## src/rtl/msrv32_imm_pkg.sv

```systemverilog
// rtl/msrv32_imm_pkg.sv - immediate format codes shared by the MSRV32 immediate generator
package msrv32_imm_pkg;

  localparam logic [3:0] IMM_I      = 4'd0;
  localparam logic [3:0] IMM_S      = 4'd2;
  localparam logic [3:0] IMM_B      = 4'd3;
  localparam logic [3:0] IMM_U      = 4'd4;
  localparam logic [3:0] IMM_J      = 4'd5;
  localparam logic [3:0] IMM_CSR    = 4'd6;
  localparam logic [3:0] IMM_CI     = 4'd8;
  localparam logic [3:0] IMM_CI_LUI = 4'd9;
  localparam logic [3:0] IMM_LWSP   = 4'd10;
  localparam logic [3:0] IMM_SWSP   = 4'd11;
  localparam logic [3:0] IMM_CIW    = 4'd12;
  localparam logic [3:0] IMM_CL     = 4'd13;
  localparam logic [3:0] IMM_CB     = 4'd14;
  localparam logic [3:0] IMM_CJ     = 4'd15;

endpackage

```

## src/rtl/msrv32_imm_expand.sv

```systemverilog
// rtl/msrv32_imm_expand.sv - combinational immediate extraction and extension
module msrv32_imm_expand
  import msrv32_imm_pkg::*;
#(
  parameter int XLEN   = 32,
  parameter int RVC_EN = 1
) (
  input  logic [31:0]     instr,
  input  logic [3:0]      imm_type,
  output logic [XLEN-1:0] imm,
  output logic            illegal
);

  // The two opcode LSBs never carry immediate bits in any format.
  logic unused_opcode_bits;
  assign unused_opcode_bits = ^instr[1:0];

  always_comb begin
    imm     = '0;
    illegal = 1'b0;
    if (imm_type[3] && (RVC_EN == 0)) begin
      illegal = 1'b1;
    end else begin
      case (imm_type)
        IMM_I, 4'd1, 4'd7:
          imm = {{(XLEN-12){instr[31]}}, instr[31:20]};
        IMM_S:
          imm = {{(XLEN-12){instr[31]}}, instr[31:25], instr[11:7]};
        IMM_B:
          imm = {{(XLEN-13){instr[31]}}, instr[31], instr[7], instr[30:25], instr[11:8], 1'b0};
        IMM_U:
          imm = {{(XLEN-32){instr[31]}}, instr[31:12], 12'h000};
        IMM_J:
          imm = {{(XLEN-21){instr[31]}}, instr[31], instr[19:12], instr[20], instr[30:21], 1'b0};
        IMM_CSR:
          imm = {{(XLEN-5){1'b0}}, instr[19:15]};
        IMM_CI:
          imm = {{(XLEN-6){instr[12]}}, instr[12], instr[6:2]};
        IMM_CI_LUI:
          imm = {{(XLEN-18){instr[12]}}, instr[12], instr[6:2], 12'h000};
        IMM_LWSP:
          imm = {{(XLEN-8){1'b0}}, instr[3:2], instr[12], instr[6:4], 2'b00};
        IMM_SWSP:
          imm = {{(XLEN-8){1'b0}}, instr[8:7], instr[12:9], 2'b00};
        IMM_CIW:
          imm = {{(XLEN-10){1'b0}}, instr[10:7], instr[12:11], instr[5], instr[6], 2'b00};
        IMM_CL:
          imm = {{(XLEN-7){1'b0}}, instr[5], instr[12:10], instr[6], 2'b00};
        IMM_CB:
          imm = {{(XLEN-9){instr[12]}}, instr[12], instr[6:5], instr[2], instr[11:10],
                 instr[4:3], 1'b0};
        default:
          imm = {{(XLEN-12){instr[12]}}, instr[12], instr[8], instr[10:9], instr[6], instr[7],
                 instr[2], instr[11], instr[5:3], 1'b0};
      endcase
    end
  end

endmodule

```

## src/rtl/msrv32_imm_gen_pipe.sv

```systemverilog
// rtl/msrv32_imm_gen_pipe.sv - immediate generator with a two-entry elastic output buffer
module msrv32_imm_gen_pipe
  import msrv32_imm_pkg::*;
#(
  parameter int XLEN   = 32,
  parameter int RVC_EN = 1
) (
  input  logic            clk_in,
  input  logic            rst_in,
  input  logic            flush_in,
  input  logic            in_valid,
  output logic            in_ready,
  input  logic [31:0]     instr_in,
  input  logic [3:0]      imm_type_in,
  output logic            out_valid,
  input  logic            out_ready,
  output logic [XLEN-1:0] imm_out,
  output logic            illegal_out
);

  logic [XLEN-1:0] exp_imm;
  logic            exp_ill;

  msrv32_imm_expand #(.XLEN(XLEN), .RVC_EN(RVC_EN)) u_expand (
    .instr    (instr_in),
    .imm_type (imm_type_in),
    .imm      (exp_imm),
    .illegal  (exp_ill)
  );

  logic            or_valid, sr_valid;
  logic [XLEN-1:0] or_imm, sr_imm;
  logic            or_ill, sr_ill;
  logic            accept, or_free;

  // in_ready depends only on the skid register, so out_ready never reaches it.
  assign in_ready = !sr_valid && !rst_in;
  assign accept   = in_valid && in_ready && !flush_in;
  assign or_free  = !or_valid || out_ready;

  always_ff @(posedge clk_in) begin
    if (rst_in) begin
      or_valid <= 1'b0;
      sr_valid <= 1'b0;
      or_imm   <= '0;
      or_ill   <= 1'b0;
      sr_imm   <= '0;
      sr_ill   <= 1'b0;
    end else if (flush_in) begin
      or_valid <= 1'b0;
      sr_valid <= 1'b0;
    end else begin
      if (or_free) begin
        if (sr_valid) begin
          or_valid <= 1'b1;
          or_imm   <= sr_imm;
          or_ill   <= sr_ill;
          sr_valid <= 1'b0;
        end else if (accept) begin
          or_valid <= 1'b1;
          or_imm   <= exp_imm;
          or_ill   <= exp_ill;
        end else begin
          or_valid <= 1'b0;
        end
      end else if (accept) begin
        sr_valid <= 1'b1;
        sr_imm   <= exp_imm;
        sr_ill   <= exp_ill;
      end
    end
  end

  assign out_valid   = or_valid;
  assign imm_out     = or_imm;
  assign illegal_out = or_ill;

endmodule

```

## config.mk

```make
export PLATFORM = sky130hd
export DESIGN_NAME = msrv32_imm_gen_pipe
export DESIGN_NICKNAME = d
export VERILOG_FILES = /design/src/rtl/msrv32_imm_pkg.sv /design/src/rtl/msrv32_imm_expand.sv /design/src/rtl/msrv32_imm_gen_pipe.sv
export SDC_FILE = /design/constraint.sdc
export NUM_CORES = 1
export LEC_CHECK = 0
export CAP_MARGIN = 15
export CORE_ASPECT_RATIO = 0.9
export CORE_MARGIN = 1.5
export CORE_UTILIZATION = 54
export DETAILED_ROUTE_END_ITERATION = 12
export DONT_BUFFER_PORTS = 1
export PLACE_DENSITY = 0.77
export SYNTH_ARGS = -nofsm -noshare
export SYNTH_HDL_FRONTEND = slang
export SYNTH_HIERARCHICAL = 1
export SYNTH_SLANG_ARGS = --single-unit
```

## constraint.sdc

```tcl
create_clock -name clk_in -period 2.6 [get_ports clk_in]
set_clock_uncertainty 0.05 [all_clocks]
set_input_delay 0.52 -clock clk_in [delete_from_list [all_inputs] [get_ports clk_in]]
set_output_delay 0.52 -clock clk_in [all_outputs]
set_load 0.005 [all_outputs]
```

==> results of run 1 <==
[logic make-up after synthesis]
logic type | count (synthesis) | share of synthesized area, %
AO/OA/AOI/OAI | 133 | 19.4
buffers and inverters | 53 | 7.02
flip-flops | 68 | 32.2
multiplexers | 74 | 18.6
other | 1 | 0.0888
AND/OR/NAND/NOR | 182 | 22.6
[power by group through the flow]
stage	clock [W]	combinational [W]	sequential [W]
final	0.000909	0.000278	0.00107
after global routing	0.000973	0.000305	0.00108
after CTS	0.000923	0.000274	0.00107
after detailed placement	0	0.000272	0.00110
after global placement	0	0.000268	0.00110
after floorplan	0	0.000276	0.00109
[layout by cell type (no fill, tap or decap), types with 9 or more instances in the layout]
| master | netlist | final |
|---|---|---|
| sky130_fd_sc_hd__nand3_1 | 38 | 38 |
| sky130_fd_sc_hd__clkbuf_8 | 0 | 9 |
| sky130_fd_sc_hd__dfxtp_1 | 68 | 67 |
| sky130_fd_sc_hd__nor2_1 | 45 | 45 |
| sky130_fd_sc_hd__mux2i_1 | 38 | 38 |
| sky130_fd_sc_hd__nor2b_1 | 44 | 43 |
| sky130_fd_sc_hd__a21oi_1 | 41 | 41 |
| sky130_fd_sc_hd__nand2_1 | 32 | 32 |
| sky130_fd_sc_hd__mux2_2 | 36 | 36 |
| sky130_fd_sc_hd__o21ai_1 | 33 | 33 |
| sky130_fd_sc_hd__o21ai_0 | 13 | 13 |
[final cells by class]
| class | count | area (um2) | area share, % |
|---|---|---|---|
| well taps | 96 | 120 | 2.77 |
| repair buffers | 7 | 65.1 | 1.50 |
| flip-flops and latches | 68 | 1360 | 31.4 |
| clock inverters | 7 | 80.1 | 1.84 |
| clock buffers | 9 | 124 | 2.85 |
| inverters | 4 | 15.0 | 0.346 |
| multi-input cells | 390 | 2570 | 59.3 |
[through the flow]
stage	instance area (um2)	utilization [%]	setup slack (ps)
after floorplan	4220	-	593
after global placement	4140	54.8	572
after detailed placement	4140	54.8	554
after CTS	4340	57.5	868
after global routing	4340	57.5	773
final	4340	57.5	868
[final timing paths]
path / startpoint / endpoint / slack, ps
worst min register to register: sr_imm[0]$_SDFFE_PP0P_ / sr_imm[0]$_SDFFE_PP0P_ / 420
worst max register to register: sr_valid$_SDFFE_PP0P_ / imm_out[15]$_SDFFE_PP0P_ / 880
worst max-delay path: sr_valid$_SDFFE_PP0P_ / in_ready / 870
worst min-delay path: flush_in / out_valid$_SDFFE_PP0P_ / 190
[sequential cells by signal, indices dropped and copies added (netlist names)]
signal / count
illegal_out: 1
imm_out: 32
out_valid: 1
sr_ill: 1
sr_imm: 32
sr_valid: 1
[layer usage]
| metal | wire length [um] | share of wire, % | vias up | track usage [%] |
|---|---|---|---|---|
| met2 | 4670 | 45 | 134 | 36.4 |
| met3 | 963 | 9.2 | 14 | 8.64 |
| met1 | 4680 | 45 | 1677 | 34.9 |
| li1 | - | - | 1759 | - |
| met4 | 104 | 1.0 | 0 | 7.49 |
| met5 | 0 | 0 | - | 0 |
==> qor.log, run 1 <==
qor: sta.hold_viol 0
qor: route.drt_iter0_markers 210
qor: hold_path.holdPathStages 1
qor: floorplan.io_pins 76
qor: place.gp_congestion 0.904
qor: place.dpl.cell_count 565
qor: route.detail-route-antenna-nets 0
qor: place.io_buffers 0
qor: clock_tree.worst_skew_pair.late_latency 350 ps
qor: sta.timing_worst_slew_pin_value 531 ps
qor: logic_synthesis.synth-edff-count 0
qor: floorplan.floorplan.rows 30
qor: setup_path.cp_slowest_cell sky130_fd_sc_hd__dfxtp_2
qor: sta.totalNegativeSetupSlack 0 ps
qor: sta.maxSlewHeadroom 64.6%
qor: sta.max_freq 577 MHz
qor: final_layout.syn2layout_area_growth 2.85%
qor: logic_synthesis.netlist_top_cells_count sky130_fd_sc_hd__dfxtp_1, sky130_fd_sc_hd__nor2_1, sky130_fd_sc_hd__nor2b_1, sky130_fd_sc_hd__a21oi_1
qor: pwr.seq_power_share 47.5%
qor: final_layout.final_net_count 521
qor: setup_path.timing.critical_path.fanout_max 17
qor: global_route.antenna_found_initial 0
qor: status.run_status complete, no violations
qor: clock_tree.tritoncts.num_buffers 9
qor: hold_path.min-delay-path-class in -> reg
qor: logic_synthesis.yosys.area.top_type sky130_fd_sc_hd__dfxtp_1
qor: pwr.power.share.switching 27.4%
qor: logic_synthesis.yosys_warnings 6
qor: route.route.detailed.wl_per_inst 17.9 um
qor: pwr.total_power 0.00226 W
qor: floorplan.die-height 86.9 um
qor: pwr.net-switching-power 0.000620 W
qor: setup_path.delay_of_the_slowest_cell_on_the_worst_path 670 ps
qor: global_route.grt_start_max_net_pins 105
qor: clock_tree.clock_tree.root_cell sky130_fd_sc_hd__clkbuf_8
qor: global_route.globalRoute.totalOverflow 0
qor: setup_path.number_of_cell_instances_on_the_worst_register_to_register_path 4
qor: logic_synthesis.synthDominantCellAreaShare 32.2%
qor: floorplan.dieArea 8360 um2
qor: setup_path.critical_path_required 2030 ps
qor: clock_tree.cts_max_path_buffers 2
qor: setup_path.timing.critical_path.max_delay_family flip-flops
qor: logic_synthesis.postSynthNetCount 552
qor: route.first_pass_iters 6
qor: logic_synthesis.share_of_flip_flops_with_an_asynchronous_set_or_reset 0%
qor: clock_tree.clk_pin_slew_worst_paths 80 ps
qor: clock_tree.cts_tree done
qor: sta.rsz_0062_raised_after_global_routing false
qor: setup_path.endpoint_kind primary output
qor: logic_synthesis.post_synth.cell_area_avg 8.26 um2
qor: logic_synthesis.cells_after_synth 511
qor: setup_path.timing.critical_path.cells nor2_1
qor: sta.finalSetupViolCount 0
qor: clock_tree.cts-htree-levels 3
qor: floorplan.coreArea 7540 um2
qor: floorplan.die_width 96.2 um
qor: pwr.p_leak 1.57 nW
qor: setup_path.worstPathArrival 1160 ps
qor: logic_synthesis.yosys-top-cells-area sky130_fd_sc_hd__dfxtp_1, sky130_fd_sc_hd__mux2_2, sky130_fd_sc_hd__mux2i_1
qor: global_route.first_global_vias 3189
qor: pwr.internal-power 0.00164 W
qor: route.routed_via_density 6.17
qor: route.vias 3584
qor: sta.crit_share_post_route 66.6%
qor: sta.timing.final.max_slew_violations 0
qor: logic_synthesis.synth_flop_cell sky130_fd_sc_hd__dfxtp_1
qor: place.hpwlAfterDp 6910 um
qor: global_route.grt_usage 25.1%
qor: logic_synthesis.netlist_area 4220 um2
qor: pwr.combinationalPowerShare 12.3%
qor: setup_path.timing.critical_path.buf_inv 0
qor: pwr.power_density 520 nW/um2
qor: pwr.peakVddDrop 0.329 mV
qor: final_layout.post_route_cells_drive_above_1_share 14.2%
qor: logic_synthesis.postSynthRegisterBits 68
qor: logic_synthesis.ys_types 51
qor: setup_path.cp_num_cells 1
qor: final_layout.layout.filler_cells 671
qor: final_layout.layoutNonFillerInstCount 581
qor: clock_tree.clock-sinks 68
qor: sta.final.min_clock_period 1730 ps
qor: final_layout.insertedDiodeCount 0
qor: logic_synthesis.ys_seq_area_share 32.2%
qor: sta.holdWs 188 ps
qor: clock_tree.postCtsHoldBufs 0
qor: setup_path.crit_type reg -> out
qor: route.remaining_drc_errors 0
qor: floorplan.floorplan.initialDensity 56.0%
qor: clock_tree.cts_setup_buffers 0
qor: logic_synthesis.yosysMostFrequentCell sky130_fd_sc_hd__dfxtp_1
qor: global_route.grt_pass1_wl 16200 um
qor: route.wirelength 10400 um
qor: run.maxCapViolCount 0
qor: clock_tree.post_cts_resize_count 0
qor: setup_path.cp-start-kind flip-flop
qor: pwr.pwr-share-clk 40.2%
Note: power is estimated with default switching activity, not from simulation.
==> inputs of run 2 (changes only) <==
--- a/config.mk
+++ b/config.mk
@@ -5,6 +5,7 @@
 export SDC_FILE = /design/constraint.sdc
 export NUM_CORES = 1
 export LEC_CHECK = 0
+export ABC_AREA = 1
 export CAP_MARGIN = 15
 export CORE_ASPECT_RATIO = 0.9
 export CORE_MARGIN = 1.5
==> constraint.sdc (replaced) <==
create_clock -name clk_in -period 1.7 [get_ports clk_in]
set_clock_uncertainty 0.05 [all_clocks]
set_input_delay 0.34 -clock clk_in [delete_from_list [all_inputs] [get_ports clk_in]]
set_output_delay 0.34 -clock clk_in [all_outputs]
set_load 0.005 [all_outputs]
==> qor.log, run 2 <==
qor: sta.totalNegativeSetupSlack 0 ps [unchanged]
qor: logic_synthesis.yosys.area.top_type sky130_fd_sc_hd__dfxtp_1
qor: logic_synthesis.yosys-top-cells-area sky130_fd_sc_hd__dfxtp_1, sky130_fd_sc_hd__nand2_1, sky130_fd_sc_hd__nor2_1
qor: logic_synthesis.synthSimpleGateAreaFrac 48.9% [+26 points]
qor: sta.crit_share_post_route 83.9%
qor: setup_path.cp-start-kind flip-flop
qor: route.wirelength 10400 um [-0.12%]
qor: global_route.grt_pass1_wl 18000 um [+11%]
qor: clock_tree.worst_skew_pair.late_latency 350 ps [about the same]
qor: logic_synthesis.cells_after_synth 764 [+50%]
qor: route.remaining_drc_errors 0 [unchanged]
qor: sta.rsz_0062_raised_after_global_routing false
qor: pwr.p_leak 2.48 nW [+58%]
qor: final_layout.post_route_cells_drive_above_1_share 9.32% [-4.9 points]
qor: route.route.detailed.wl_per_inst 12.1 um [-32%]
qor: global_route.globalRoute.totalOverflow 0 [unchanged]
qor: logic_synthesis.synthXorXnorAreaFrac 0% [unchanged]
qor: final_layout.final_design_area_no_fill 4740 um2 [+9.1%]
qor: setup_path.timing.critical_path.cells buf_4 -> nor2_1
qor: logic_synthesis.post_synth.cell_area_avg 5.67 um2 [-31%]
qor: route.routed_via_density 5.06 [-18%]
qor: floorplan.floorplan.initialDensity 56.6% [+0.63 points]
qor: route.drt_iter0_markers 284 [+35%]
qor: clock_tree.cts_tree done
qor: logic_synthesis.synthAdderAreaFrac 0% [unchanged]
qor: logic_synthesis.synth_top_family_by_area simple AND/OR/NAND/NOR gates
qor: hold_path.holdPathStages 3 [+2]
qor: global_route.first_global_vias 3955 [+24%]
qor: hold_path.timing.hold.worst.start rst_in
qor: logic_synthesis.synthDominantCellAreaShare 31.4% [-0.83 points]
qor: sta.final.min_clock_period 1430 ps
qor: logic_synthesis.synth_compound_area_share 5.86% [-14 points]
qor: logic_synthesis.netlist_top_cells_count sky130_fd_sc_hd__nand2_1, sky130_fd_sc_hd__nor2_1, sky130_fd_sc_hd__nand3_1, sky130_fd_sc_hd__inv_1, sky130_fd_sc_hd__dfxtp_1
qor: setup_path.timing.critical_path.fanout_max 17 [unchanged]
qor: clock_tree.clk_pin_slew_worst_paths 80 ps [about the same]
qor: clock_tree.postCtsHoldBufs 0 [unchanged]
qor: setup_path.worst_setup_path_startpoint sr_valid$_SDFFE_PP0P_
qor: logic_synthesis.postSynthNetCount 805 [+46%]
qor: logic_synthesis.synth-edff-count 0 [unchanged]
qor: floorplan.die_width 97.4 um [+1.3%]
qor: setup_path.critical_path_required 1310 ps [-720 ps]
qor: final_layout.final_cell_mix sky130_fd_sc_hd__nand2_1, sky130_fd_sc_hd__nor2_1, sky130_fd_sc_hd__nand3_1, sky130_fd_sc_hd__inv_1, sky130_fd_sc_hd__dfxtp_1
qor: global_route.grt_usage 25.8% [+0.77 points]
qor: clock_tree.clock-sinks 68 [unchanged]
qor: status.run_status complete, no violations
qor: logic_synthesis.netlist_area 4330 um2 [+2.6%]
qor: clock_tree.cts_max_path_buffers 2 [unchanged]
qor: clock_tree.cts_setup_buffers 0 [unchanged]
qor: global_route.grt_start_max_net_pins 67 [-36%]
qor: logic_synthesis.yosysMostFrequentCell sky130_fd_sc_hd__nand2_1
qor: route.detail-route-antenna-nets 0 [unchanged]
qor: logic_synthesis.ys_types 22 [-57%]
qor: route.vias 4339 [+21%]
qor: place.placed_cell_area 4500 um2 [+8.7%]
qor: place.gp_congestion 0.967 [+7.0%]
qor: place.hpwlAfterDp 7440 um [+7.7%]
qor: route.first_pass_iters 5 [-1]
qor: hold_path.min-delay-path-class in -> reg
qor: global_route.antenna_found_initial 0 [unchanged]
qor: clock_tree.clock_tree.root_cell sky130_fd_sc_hd__clkbuf_8
qor: pwr.peakVddDrop 0.586 mV [+78%]
qor: sta.hold_viol 0 [unchanged]
qor: logic_synthesis.mux_contribution_to_synthesized_area 0% [-19 points]
qor: floorplan.coreArea 7660 um2 [+1.5%]
qor: final_layout.layoutNonFillerInstCount 858 [+48%]
qor: final_layout.final_net_count 798 [+53%]
qor: floorplan.die-height 88.0 um [+1.3%]
qor: sta.finalSetupViolCount 0 [unchanged]
qor: final_layout.insertedDiodeCount 0 [unchanged]
qor: final_layout.commonest_non_fill_non_tap_cell_in_the_layout sky130_fd_sc_hd__nand2_1
qor: sta.max_freq 701 MHz
qor: setup_path.delay_of_the_slowest_cell_on_the_worst_path 350 ps [-320 ps]
qor: place.dpl.cell_count 842 [+49%]
qor: logic_synthesis.yosys_warnings 6 [unchanged]
qor: clock_tree.tritoncts.num_buffers 9 [unchanged]
qor: setup_path.crit_type reg -> out
qor: final_layout.syn2layout_area_growth 9.33%
qor: place.io_buffers 0 [unchanged]
qor: setup_path.cp_slowest_cell sky130_fd_sc_hd__dfxtp_2
qor: floorplan.floorplan.rows 30 [unchanged]
qor: floorplan.io_pins 76 [unchanged]
qor: setup_path.endpoint_kind primary output
qor: setup_path.worstPathArrival 1040 ps [-120 ps]
qor: pwr.power_density 807 nW/um2 [+55%]
qor: setup_path.reg2reg_from out_valid$_SDFFE_PP0P_
qor: clock_tree.post_cts_resize_count 0 [unchanged]
qor: sta.timing.final.max_slew_violations 0 [unchanged]
qor: logic_synthesis.share_of_flip_flops_with_an_asynchronous_set_or_reset 0% [unchanged]
qor: setup_path.number_of_cell_instances_on_the_worst_register_to_register_path 6 [+2]
qor: run.maxCapViolCount 0 [unchanged]
qor: floorplan.dieArea 8570 um2 [+2.6%]
qor: logic_synthesis.postSynthRegisterBits 68 [unchanged]
qor: setup_path.setup.reg_to_reg.worst_slack 320 ps [-560 ps]
qor: logic_synthesis.ys_seq_area_share 31.4% [-0.83 points]
qor: clock_tree.cts-htree-levels 3 [unchanged]
qor: logic_synthesis.synth_flop_cell sky130_fd_sc_hd__dfxtp_1
run 2: metal layers:
metal  wire [um]  share of wire [%]  vias up  track usage [%]
met2        4870                 47      131             43.9
met3         742                7.1       16             6.54
met1        4580                 44     1883             32.4
li1            -                  -     2309                -
met5           0                  0        -                0
met4         205                2.0        0             8.83
run 2: worst paths after layout:
check	endpoint
max	in_ready
min	out_valid$_SDFFE_PP0P_
max reg2reg	sr_imm[19]$_SDFFE_PP0P_
min reg2reg	sr_imm[27]$_SDFFE_PP0P_
run 2: worst max-delay path, delay by kind of cell (launching register included):
| kind | cells | cell delay (ps) |
|---|---|---|
| and+or+nand+nor | 1 | 150 |
| DFF | 1 | 350 |
| buffers and inverters | 1 | 190 |
run 2: layout make-up:
class                   instances  area [um2]
well taps                      96         120
fillers                       777        2920
clock inverters                 6         111
multi-input cells             566        2390
flip-flops and latches         68        1360
clock buffers                  10         128
inverters                      85         319
repair buffers                 27         303
run 2: power by group:
group	internal, W	switching [W]	total [W]
Clock	0.000977	0.000632	0.00161
Combinational	0.000204	0.000363	0.000566
Sequential	0.00162	0.0000218	0.00165
Total	0.00280	0.00102	0.00382
run 2: logic make-up (layout without fill, tap and decap cells):
kind of cell / after synthesis / count (layout)
AO/OA/AOI/OAI: 50 / 50
flip-flops: 68 / 68
buffers and inverters: 130 / 128
other: 1 / 1
AND/OR/NAND/NOR: 515 / 515
run 2: stage by stage:
| step | worst slack (ps) | utilization (%) | total power [W] | hold WS, ps |
|---|---|---|---|---|
| 6_report | 273 | 61.9 | 0.00382 | 108 |
| 5_1_grt | 122 | 61.9 | 0.00400 | 121 |
| 4_1_cts | 248 | 61.9 | 0.00385 | 92.5 |
| 3_5_place_dp | -45.4 | 58.7 | 0.00225 | 423 |
| 3_3_place_gp | -14.0 | 58.7 | 0.00224 | 412 |
| 2_1_floorplan | 68.5 | - | 0.00211 | 404 |
==> inputs of run 3 (changes only) <==
--- a/config.mk
+++ b/config.mk
@@ -12,7 +12,7 @@
 export CORE_UTILIZATION = 54
 export DETAILED_ROUTE_END_ITERATION = 12
 export DONT_BUFFER_PORTS = 1
-export PLACE_DENSITY = 0.77
+export PLACE_DENSITY = 0.8
 export SYNTH_ARGS = -nofsm -noshare
 export SYNTH_HDL_FRONTEND = slang
 export SYNTH_HIERARCHICAL = 1
==> constraint.sdc (replaced) <==
create_clock -name clk_in -period 1.28 [get_ports clk_in]
set_clock_uncertainty 0.05 [all_clocks]
set_input_delay 0.256 -clock clk_in [delete_from_list [all_inputs] [get_ports clk_in]]
set_output_delay 0.256 -clock clk_in [all_outputs]
set_load 0.005 [all_outputs]
==> qor.log, run 3 (synthesis results as in run 2) <==
qor: status.run_status complete, but fails checks
qor: status.failing_checks setup timing
qor: sta.totalNegativeSetupSlack -4080 ps [-4080 ps]
qor: final_layout.commonest_non_fill_non_tap_cell_in_the_layout sky130_fd_sc_hd__nand2_1
qor: clock_tree.cts_tree done
qor: global_route.antenna_found_initial 0 [unchanged]
qor: sta.holdWs 57.2 ps [-50.9 ps]
qor: sta.final.min_clock_period 1480 ps
qor: clock_tree.clock_tree.root_cell sky130_fd_sc_hd__clkbuf_8
qor: hold_path.min-delay-path-class in -> reg
qor: route.detail-route-antenna-nets 0 [unchanged]
qor: floorplan.floorplan.initialDensity 56.6% [unchanged]
qor: pwr.peakVddDrop 0.731 mV [+25%]
qor: pwr.power_density 915 nW/um2 [+13%]
qor: clock_tree.worst_skew_pair.late_latency 350 ps [about the same]
qor: floorplan.io_pins 76 [unchanged]
qor: setup_path.timing.critical_path.max_delay_family simple AND/OR/NAND/NOR gates
qor: setup_path.critical_path_required 1510 ps [+200 ps]
qor: floorplan.dieArea 8570 um2 [unchanged]
qor: setup_path.timing.critical_path.buf_inv 3 [+2]
qor: final_layout.final_cell_mix sky130_fd_sc_hd__nand2_1, sky130_fd_sc_hd__nor2_1, sky130_fd_sc_hd__dfxtp_1, sky130_fd_sc_hd__inv_1, sky130_fd_sc_hd__nand3_1
qor: setup_path.cp_slowest_cell sky130_fd_sc_hd__nor2_4
qor: global_route.globalRoute.totalOverflow 0 [unchanged]
qor: route.routed_via_density 5.58 [+10%]
qor: final_layout.insertedDiodeCount 0 [unchanged]
qor: place.gp_congestion 1.03 [+6.4%]
qor: sta.max_freq 676 MHz
qor: final_layout.ff_latch_area 1370 um2 [+0.46%]
qor: floorplan.coreArea 7660 um2 [unchanged]
qor: final_layout.post_route_cells_drive_above_1_share 27.3% [+18 points]
qor: sta.timing.final.max_slew_violations 0 [unchanged]
qor: pwr.total_power 0.00526 W [+38%]
qor: place.dp_slack -350 ps [-304 ps]
qor: route.wirelength 14600 um [+40%]
qor: clock_tree.clk_pin_slew_worst_paths 80 ps [about the same]
qor: final_layout.syn2layout_area_growth 32.7%
qor: global_route.grt_start_max_net_pins 67 [unchanged]
qor: pwr.p_leak 2.91 nW [+17%]
qor: place.io_buffers 0 [unchanged]
qor: route.vias 5032 [+16%]
qor: place.hpwlAfterDp 7840 um [+5.4%]
qor: final_layout.layout.filler_cells 575 [-26%]
qor: setup_path.timing.critical_path.fanout_max 7 [-10]
qor: run.maxCapViolCount 0 [unchanged]
qor: clock_tree.tritoncts.num_buffers 9 [unchanged]
qor: sta.hold_viol 0 [unchanged]
qor: setup_path.timing.critical_path.cells clkinvlp_4 -> nor2_4 -> buf_12 -> nand3_4 -> nand2_1 -> nor2_2 -> nand3_2 -> inv_2 -> nor2_1 -> nor2_1 -> nand3_1 -> nand2_1 -> nor2_1
qor: final_layout.total_area_of_multi_input_combinational_cells 2850 um2 [+19%]
qor: clock_tree.cts-htree-levels 3 [unchanged]
qor: floorplan.floorplan.rows 30 [unchanged]
qor: setup_path.endpoint_kind flip-flop
qor: floorplan.die-height 88.0 um [unchanged]
qor: setup_path.delay_of_the_slowest_cell_on_the_worst_path 300 ps [-50 ps]
qor: setup_path.cp-start-kind primary input
qor: clock_tree.clock-sinks 68 [unchanged]
qor: clock_tree.cts_max_path_buffers 2 [unchanged]
qor: setup_path.worstPathArrival 1710 ps [+670 ps]
qor: final_layout.final_net_count 841 [+5.4%]
qor: route.drt_iter0_markers 584 [+110%]
qor: sta.crit_share_post_route 116%
qor: global_route.first_global_vias 4183 [+5.8%]
qor: setup_path.crit_type in -> reg
qor: route.route.detailed.wl_per_inst 16.2 um [+33%]
qor: sta.layout_setup_ws -200 ps [-473 ps]
qor: global_route.grt_usage 26.9% [+1.0 points]
qor: final_layout.layoutNonFillerInstCount 901 [+5.0%]
qor: floorplan.die_width 97.4 um [unchanged]
qor: route.remaining_drc_errors 0 [unchanged]
qor: place.dpl.cell_count 858 [+1.9%]
qor: global_route.grt_pass1_wl 18800 um [+4.4%]
qor: route.first_pass_iters 6 [+1]
qor: sta.rsz_0062_raised_after_global_routing true
qor: sta.finalSetupViolCount 56 [+56]
qor: setup_path.critical_path.most_common_cell sky130_fd_sc_hd__nor2_1
## run 3: worst register-to-register path: stages, from the launching register on
cell                      delay, ps
sky130_fd_sc_hd__dfxtp_4        360
sky130_fd_sc_hd__buf_6          130
sky130_fd_sc_hd__a21oi_4        170
sky130_fd_sc_hd__buf_6          180
sky130_fd_sc_hd__buf_12         140
sky130_fd_sc_hd__nand3_1        110
sky130_fd_sc_hd__nand2_1        120
sky130_fd_sc_hd__nor2_1          50
## run 3: area by class of cell
type                    instances  area share, %
inverters                      85           5.79
repair buffers                 69           14.9
clock buffers                   9           2.15
flip-flops and latches         68           23.8
multi-input cells             567           49.6
well taps                      96           2.09
clock inverters                 7           1.72
## run 3: final timing paths
kind | start | end | slack, ps | cells past startpoint
setup / recovery | imm_type_in[0] | imm_out[30]$_SDFFE_PP0P_ | -200 | 13
hold / removal | out_ready | sr_valid$_SDFFE_PP0P_ | 60 | 3
setup reg to reg | out_valid$_SDFFE_PP0P_ | imm_out[30]$_SDFFE_PP0P_ | -150 | 7
hold reg to reg | sr_imm[19]$_SDFFE_PP0P_ | sr_imm[19]$_SDFFE_PP0P_ | 420 | 2
## run 3: power breakdown
group          switching [W]  internal (W)
registers          0.0000312       0.00215
clock network       0.000881       0.00111
logic               0.000667      0.000424
## run 3: metal layers
metal	GRT usage [%]	wire (um)	up-vias	share of wire [%]
met4	6.75	475	0	3.3
li1	-	-	2413	-
met3	6.07	1560	61	11
met5	0	0	-	0
met2	48.4	6870	273	47
met1	33.0	5670	2285	39
## run 3: what timing repair did
| item | CTS | global route |
|---|---|---|
| pin swaps | 0 | 45 |
| setup endpoints to repair | 3 | 67 |
| cloned | 2 | 13 |
| hold buffers | 0 | 0 |
| buffers inserted | 1 | 12 |
| resized for setup | 4 | 123 |
## run 3: per-stage QoR
| stage | area (um2) | util [%] |
|---|---|---|
| floorplan | 4460 | - |
| global placement | 4710 | 61.5 |
| detailed placement | 4710 | 61.5 |
| CTS | 5030 | 65.7 |
| global route | 5750 | 75.1 |
| finish | 5750 | 75.1 |
